**src/rtl/fp_round_pkg.sv**
```systemverilog
// Shared types, default widths and helpers for the FP significand rounding pipe.
package fp_round_pkg;

   // Rounding mode encodings carried on i_rmode.
   typedef enum logic [2:0] {
      RM_RNE = 3'b000,
      RM_RTZ = 3'b001,
      RM_RDN = 3'b010,
      RM_RUP = 3'b011,
      RM_RMM = 3'b100
   } rmode_e;

   localparam int unsigned DEF_SIZE_MAN_IN  = 28;
   localparam int unsigned DEF_SIZE_MAN_OUT = 24;
   localparam int unsigned DEF_SIZE_EXP     = 8;

   // True when the low 'width' bits of exp are all ones (NaN/Inf exponent); width <= 32.
   function automatic logic is_exp_max(input logic [31:0] exp, input int unsigned width);
      logic [31:0] mask;
      mask = (32'h1 << width) - 32'h1;
      return (exp & mask) == mask;
   endfunction

endpackage

```
**src/rtl/fp_round_decide.sv**
```systemverilog
// Combinational round-up decision from LSB/guard/sticky, sign and mode.
// FP_ROUND_PIPE_RMM_EN adds round-to-nearest-ties-away on mode 100.
module fp_round_decide
   import fp_round_pkg::*;
(
   input  logic       lsb,
   input  logic       g,
   input  logic       s,
   input  logic       sign,
   input  logic [2:0] rmode,
   output logic       inc_c,
   output logic       inexact_c
);

   // Increment decision per mode; unlisted encodings round to nearest even.
   always_comb begin
      inc_c     = 1'b0;
      inexact_c = g | s;
      case (rmode)
         RM_RTZ:  inc_c = 1'b0;
         RM_RDN:  inc_c = sign & (g | s);
         RM_RUP:  inc_c = ~sign & (g | s);
`ifdef FP_ROUND_PIPE_RMM_EN
         RM_RMM:  inc_c = g;
`endif
         default: inc_c = g & (s | lsb);
      endcase
   end

endmodule

```
**src/rtl/fp_round_pipe.sv**
```systemverilog
// Two-stage IEEE-754 significand rounding pipe with valid/ready on both sides.
// Stage 1 registers the round decision, stage 2 the rounded/renormalised result.
// Define FP_ROUND_PIPE_RMM_EN to enable RMM on rounding mode 100.
module fp_round_pipe
   import fp_round_pkg::*;
#(
   parameter int unsigned SIZE_MAN_IN  = DEF_SIZE_MAN_IN,
   parameter int unsigned SIZE_MAN_OUT = DEF_SIZE_MAN_OUT,
   parameter int unsigned SIZE_EXP     = DEF_SIZE_EXP
)(
   input  logic                    i_clk,
   input  logic                    i_rst,
   input  logic                    i_valid,
   output logic                    o_ready,
   input  logic                    i_sign,
   input  logic [SIZE_EXP-1:0]     i_exp,
   input  logic [SIZE_MAN_IN-1:0]  i_man,
   input  logic [2:0]              i_rmode,
   output logic                    o_valid,
   input  logic                    i_ready,
   output logic                    o_sign,
   output logic [SIZE_EXP-1:0]     o_exp,
   output logic [SIZE_MAN_OUT-1:0] o_man,
   output logic                    o_inexact,
   output logic                    o_overflow
);

   localparam int unsigned G_IDX = SIZE_MAN_IN - SIZE_MAN_OUT - 1;

   logic                    s1_v;
   logic                    s1_sign;
   logic [SIZE_EXP-1:0]     s1_exp;
   logic [SIZE_MAN_OUT-1:0] s1_kept;
   logic                    s1_inc;
   logic                    s1_inexact;

   logic s1_load_c;
   logic s2_load_c;

   logic [SIZE_MAN_OUT-1:0] in_kept_c;
   logic                    in_g_c;
   logic                    in_s_c;
   logic                    in_special_c;
   logic                    dec_inc_c;
   logic                    dec_inexact_c;

   logic [SIZE_MAN_OUT:0]   sum_c;
   logic [SIZE_EXP-1:0]     exp_inc_c;
   logic [SIZE_MAN_OUT-1:0] man_nx_c;
   logic [SIZE_EXP-1:0]     exp_nx_c;
   logic                    ovf_nx_c;

   // Flow control: a stage loads when it is empty or its consumer drains it.
   assign s2_load_c = ~o_valid | i_ready;
   assign s1_load_c = ~s1_v | s2_load_c;
   assign o_ready   = s1_load_c;

   // Field split of the incoming significand.
   assign in_kept_c    = i_man[SIZE_MAN_IN-1 -: SIZE_MAN_OUT];
   assign in_g_c       = i_man[G_IDX];
   assign in_s_c       = |i_man[G_IDX-1:0];
   assign in_special_c = is_exp_max(32'(i_exp), SIZE_EXP);

   fp_round_decide u_decide (
      .lsb       (in_kept_c[0]),
      .g         (in_g_c),
      .s         (in_s_c),
      .sign      (i_sign),
      .rmode     (i_rmode),
      .inc_c     (dec_inc_c),
      .inexact_c (dec_inexact_c)
   );

   // Stage 1: capture the beat and its rounding decision; NaN/Inf passes unrounded.
   always_ff @(posedge i_clk) begin
      if (i_rst) begin
         s1_v       <= 1'b0;
         s1_sign    <= 1'b0;
         s1_exp     <= '0;
         s1_kept    <= '0;
         s1_inc     <= 1'b0;
         s1_inexact <= 1'b0;
      end else if (s1_load_c) begin
         s1_v <= i_valid;
         if (i_valid) begin
            s1_sign    <= i_sign;
            s1_exp     <= i_exp;
            s1_kept    <= in_kept_c;
            s1_inc     <= dec_inc_c & ~in_special_c;
            s1_inexact <= dec_inexact_c & ~in_special_c;
         end
      end
   end

   // Increment, renormalise on carry-out and saturate to infinity on overflow.
   always_comb begin
      sum_c     = {1'b0, s1_kept} + (SIZE_MAN_OUT+1)'(s1_inc);
      exp_inc_c = s1_exp + SIZE_EXP'(1);
      man_nx_c  = sum_c[SIZE_MAN_OUT-1:0];
      exp_nx_c  = s1_exp;
      ovf_nx_c  = 1'b0;
      if (sum_c[SIZE_MAN_OUT]) begin
         if (is_exp_max(32'(exp_inc_c), SIZE_EXP)) begin
            exp_nx_c = '1;
            man_nx_c = '0;
            ovf_nx_c = 1'b1;
         end else begin
            exp_nx_c = exp_inc_c;
            man_nx_c = {1'b1, {(SIZE_MAN_OUT-1){1'b0}}};
         end
      end
   end

   // Stage 2: result register; holds while downstream stalls.
   always_ff @(posedge i_clk) begin
      if (i_rst) begin
         o_valid    <= 1'b0;
         o_sign     <= 1'b0;
         o_exp      <= '0;
         o_man      <= '0;
         o_inexact  <= 1'b0;
         o_overflow <= 1'b0;
      end else if (s2_load_c) begin
         o_valid <= s1_v;
         if (s1_v) begin
            o_sign     <= s1_sign;
            o_exp      <= exp_nx_c;
            o_man      <= man_nx_c;
            o_inexact  <= s1_inexact;
            o_overflow <= ovf_nx_c;
         end
      end
   end

endmodule

```
**config.mk**
```make
export PLATFORM = sky130hd
export DESIGN_NAME = fp_round_pipe
export DESIGN_NICKNAME = d
export VERILOG_FILES = /design/src/rtl/fp_round_pkg.sv /design/src/rtl/fp_round_decide.sv /design/src/rtl/fp_round_pipe.sv
export SDC_FILE = /design/constraint.sdc
export NUM_CORES = 1
export LEC_CHECK = 0
export ABC_AREA = 1
export ABC_CLOCK_PERIOD_IN_PS = 4850
export CAP_MARGIN = 0
export CORE_MARGIN = 2
export CORE_UTILIZATION = 54
export DETAILED_ROUTE_END_ITERATION = 16
export GPL_TIMING_DRIVEN = 0
export PLACE_DENSITY = 0.89
export SLEW_MARGIN = 15
export SYNTH_ARGS = -nofsm -noshare
export SYNTH_HDL_FRONTEND = slang
export SYNTH_SLANG_ARGS = --single-unit
export TNS_END_PERCENT = 5
```
**constraint.sdc**
```tcl
create_clock -name i_clk -period 4.85 [get_ports i_clk]
set_clock_uncertainty 0.15 [all_clocks]
set_input_delay 0.97 -clock i_clk [delete_from_list [all_inputs] [get_ports i_clk]]
set_output_delay 0.97 -clock i_clk [all_outputs]
set_load 0.02 [all_outputs]
```
# [Yosys cells after proc, flatten, opt, wreduce, memory -nomap -nowiden]
# Cells that the tools add are included.
[totals] ram_bits=0 rom_bits=0 latch_bits=0 mem_count=0 regBits=72 in_bits=44 output_inout_bits=37 elab_cells=42
[op_classes] addsub=2 magnitude_cmp=0 bitwise=13 n_mul=0 shift=0 reduce_logical=3 n_mux=7 n_eq_ne=5 n_div=0
[op_table] cell="24-bit two-way mux" count=2
[op_table] cell="24-bit by 1-bit adder with 25-bit output" count=1
[op_table] cell="8-bit equality test (second input constant)" count=2
[op_table] cell="8-bit two-way mux" count=2
[op_table] cell="8-bit by 1-bit adder with 8-bit output (second input constant)" count=1
[op_table] cell="3-bit by 2-bit equality test with 1-bit output (second input constant)" count=2
[op_table] cell="1-bit bitwise AND" count=5
[op_table] cell="1-bit inverter" count=4
[op_table] cell="1-bit bitwise OR" count=4
[op_table] cell="2-bit AND reduction" count=2
[op_table] cell="3-bit by 1-bit equality test with 1-bit output (second input constant)" count=1
[op_table] cell="1-bit one-hot mux with 3 select lines" count=1
[op_table] cell="3-bit OR reduction" count=1
[op_table] cell="1-bit two-way mux" count=2

# [Logic depth before layout (Yosys ltp)]
[logic_depth] ltp_word=5 ltp_mapped=12 depth_no_buf=11

# [By module]
# A second synthesis with hierarchy kept.
[hier_totals] hier_cells=507 hier_area_um2=3447.1
[by_module_without_submodules] module="fp_round_pipe" area_per_inst_um2=3388.2 n_inst=1 cells_each=492 seq_area_each_um2=1441.4
[by_module_without_submodules] module="fp_round_decide" area_per_inst_um2=58.8 n_inst=1 cells_each=15 seq_area_each_um2=0.0

# [Worst setup path after synthesis]
# No wires, ideal clock.
[synth_timing] path_type="input -> output" start="input port i_ready" end="output port o_ready" path_buffers=0 required_ns=3.730 slack_ns=2.507 stages=2 arrival_ns=1.223 cell_sequence="inv_1 > nand3_1"
[synth_via] elab_chain_cells=2
[synth_lines] element="start: declaration" line_no="fp_round_pipe.sv:20" text="input logic i_ready,"
[synth_lines] element="1-bit bitwise OR" line_no="fp_round_pipe.sv:54" text="assign s2_load_c = ~o_valid | i_ready;"
[synth_lines] element="1-bit bitwise OR" line_no="fp_round_pipe.sv:55" text="assign s1_load_c = ~s1_v | s2_load_c;"
[synth_lines] element="end: declaration" line_no="fp_round_pipe.sv:14" text="output logic o_ready,"
# Every way passes these cells.

# [Worst setup path in the final report]
# Same ends and word-level chain as after synthesis.

==> run_results.csv <==
group,metric,value,unit
outcome,status,"completed",
drt,viasPerCell,5.52,
global_routing,groute.usage.overall,0.284,
timing,period_share,0.684,
global_routing,grt_pass1_wl,16200,um
setup_path,crit_fanout,3,
timing,slew_viol_final,0,
cells_and_area,diodes,0,
cells_and_area,area_growth,30.3,%
synth,synthTopCellsByArea,"dfxtp_1 (41%), nand2_1 (12%), a21oi_1 (7.7%), nor2_1 (6.8%), o21ai_0 (6.4%)",
pwr,p_leak,0.00173,uW
timing,rsz0062_at_grt,"false",
clock_tree,cts-root-buf,"clkbuf_8",
synth,yosysWarnings,0,
timing,slew-limit-headroom,0.600,
drt,wl_per_cell,14.5,um
clock_tree,postCtsHoldBufs,0,
cells_and_area,final_nets,643,
worst_hold_path,hold_depth,2,
synth,async_reset_ff_frac,0,
die,die_h,84.8,um
synth,yosysTopAreaCellShare,0.409,
cells_and_area,drive_above_1_share,0.0883,
die,design.core.area,6310,sq um
synth,yosysMostFrequentCell,"nand2_1",
drt,drc,0,
setup_path,rr_worst_depth,10,
global_routing,antenna_found_initial,0,
drt,firstDrtPassIters,5,
global_routing,grt_overflow,0,
clock_tree,clk_pin_slew,0.07,ns
clock_tree,cts_setup_buffers,0,
setup_path,endpoint_kind,"output port",
synth,ys_seq_elements,72,
place,io_buffer_count,79,
drt,drtIter0Drc,252,
timing,max_freq,0.301,GHz
die,io_pins,81,
die,die_w,84.8,um
timing,setup_ws,1.53,ns
clock_tree,htreeDepth,3,
worst_hold_path,min_to,"s1_inexact",
setup_path,cp-start-kind,"input port",
synth,synth_cell_types,31,
pwr,ir_drop,0.000199,V
synth,synth_fp_nets,553,
global_routing,grt_max_degree,12,
timing,setup_viol,0,
place,dp_slack,1.52,ns
synth,synth_edf_count,0,
setup_path,worstPathRequired,3.73,ns
setup_path,cp.arrival,2.20,ns
clock_tree,clock-sinks,72,
place,placed_area,4410,sq um
worst_hold_path,hp-class,"flop to flop",
timing,setup_tns,0,ns
die,start_util,0.558,
clock_tree,clock_latency,0.35,ns
synth,synthFlopType,"dfxtp_1",
cells_and_area,stdcell_area,4590,sq um
setup_path,critPathKind,"input port to output port",
place,dpl.hpwl,7490,um
pwr,cellPowerDensity,285,nW/um^2
timing,hold_viol,0,
synth,synth.top_cells.by_count,"nand2_1 (116), dfxtp_1 (72), nor2_1 (64)",
clock_tree,cts_max_path_buffers,2,
setup_path,r2r_slack,2.65,ns
drt,drtAntennaViolNets,0,
setup_path,r2r-end,"o_exp[2]",
setup_path,r2r-start,"s1_inc",
clock_tree,cts_tree,"done",
timing,tightest_slew,0.600,ns
clock_tree,cts_resized,0,
synth,syn-cell-area,3520,sq um
synth,postSynthAreaPerCell,6.98,sq um
worst_hold_path,worstHoldStart,"s1_inexact",
job,maxCapViolCount,0,
synth,synth_top_area_cell,"dfxtp_1",
synth,synth_seq_area_share,0.409,
synth,syn_inst,505,
drt,vias,3734,
drt,drt-total-wl,9830,um
global_routing,grt_pass1_vias,3505,
die,fp.dieArea,7190,sq um
place,gp_congestion,1.00,
timing,min_period,3.32,ns
clock_tree,numCtsBuffers,9,
die,rows,29,
## per-stage QoR
step	cells	hold WS, ns	util	power, uW
CTS	677	0.316	0.727	1310
detailed placement	661	0.307	0.699	867
finish	677	0.317	0.727	1310
global route	677	0.339	0.727	1360
floorplan	505	0.292	-	772
global placement	661	0.301	0.699	861
## worst max path at each step
stage                       start  cells past startpoint      end
final                     i_ready                      4  o_ready
after global routing      i_ready                      4  o_ready
after CTS                 i_ready                      4  o_ready
after detailed placement  i_ready                      4  o_ready
after global placement    i_ready                      4  o_ready
after floorplan           i_ready                      2  o_ready
## where the power goes
group          internal (uW)  leakage, uW  switching, uW  total (uW)
Sequential               625     0.000592           32.5         657
Clock                    236    0.0000941            215         451
Combinational           89.6      0.00105            110         200
## cell usage in the layout, fill, tap and decap left out, types with 2 or more instances in the layout
cell	instances
o21ai_1	2
clkdlybuf4s50_1	79
nor3_4	2
o21ai_2	5
inv_2	6
nor3_1	3
nand3_2	2
nand3_1	29
buf_6	2
a21oi_2	4
nor3_2	4
nand3b_1	2
xor2_1	8
clkbuf_1	20
clkinv_2	3
buf_2	4
ha_1	4
nand2_2	4
clkbuf_8	9
inv_1	30
o21ai_0	45
nor2_2	4
a21oi_1	54
or2_2	3
nand2_1	116
nor2_1	64
dfxtp_1	72
nand4_1	13
## metal layers
layer  part of all wire  GRT usage  vias to the layer above
met1               0.44      0.386                     1693
met5                  0          0                        -
met4              0.025      0.117                        0
li1                   -          -                     1846
met2               0.46      0.455                      174
met3              0.073     0.0374                       21
## sequential cells by signal (all words and copies together) (netlist names), 8 cells and up
name,count
o_exp,8
s1_exp,8
o_man,24
s1_kept,24
## cells by family after synthesis
group / share of synthesized area
xor gates and xnor gates: 0.0224
AOI/OAI and AO/OA: 0.173
adders and majority gates: 0.0142
buffers and inverters: 0.0696
and+or+nand+nor: 0.312
DFF: 0.409
## layout make-up
| type | count | area (sq um) |
|---|---|---|
| Multi-Input combinational cell | 373 | 1840 |
| Fill cell | 538 | 1720 |
| Sequential cell | 72 | 1440 |
| Timing Repair Buffer | 79 | 791 |
| Inverter | 37 | 139 |
| Clock buffer | 12 | 135 |
| Buffer | 23 | 106 |
| Tap cell | 77 | 96.3 |
| Clock inverter | 4 | 45.0 |
## critical path: stages
cell and delay, ns:
clkdlybuf4s50_1 0.46, inv_1 0.05, nand3_1 0.11, clkdlybuf4s50_1 0.62
(Power assumes the default switching activity.)
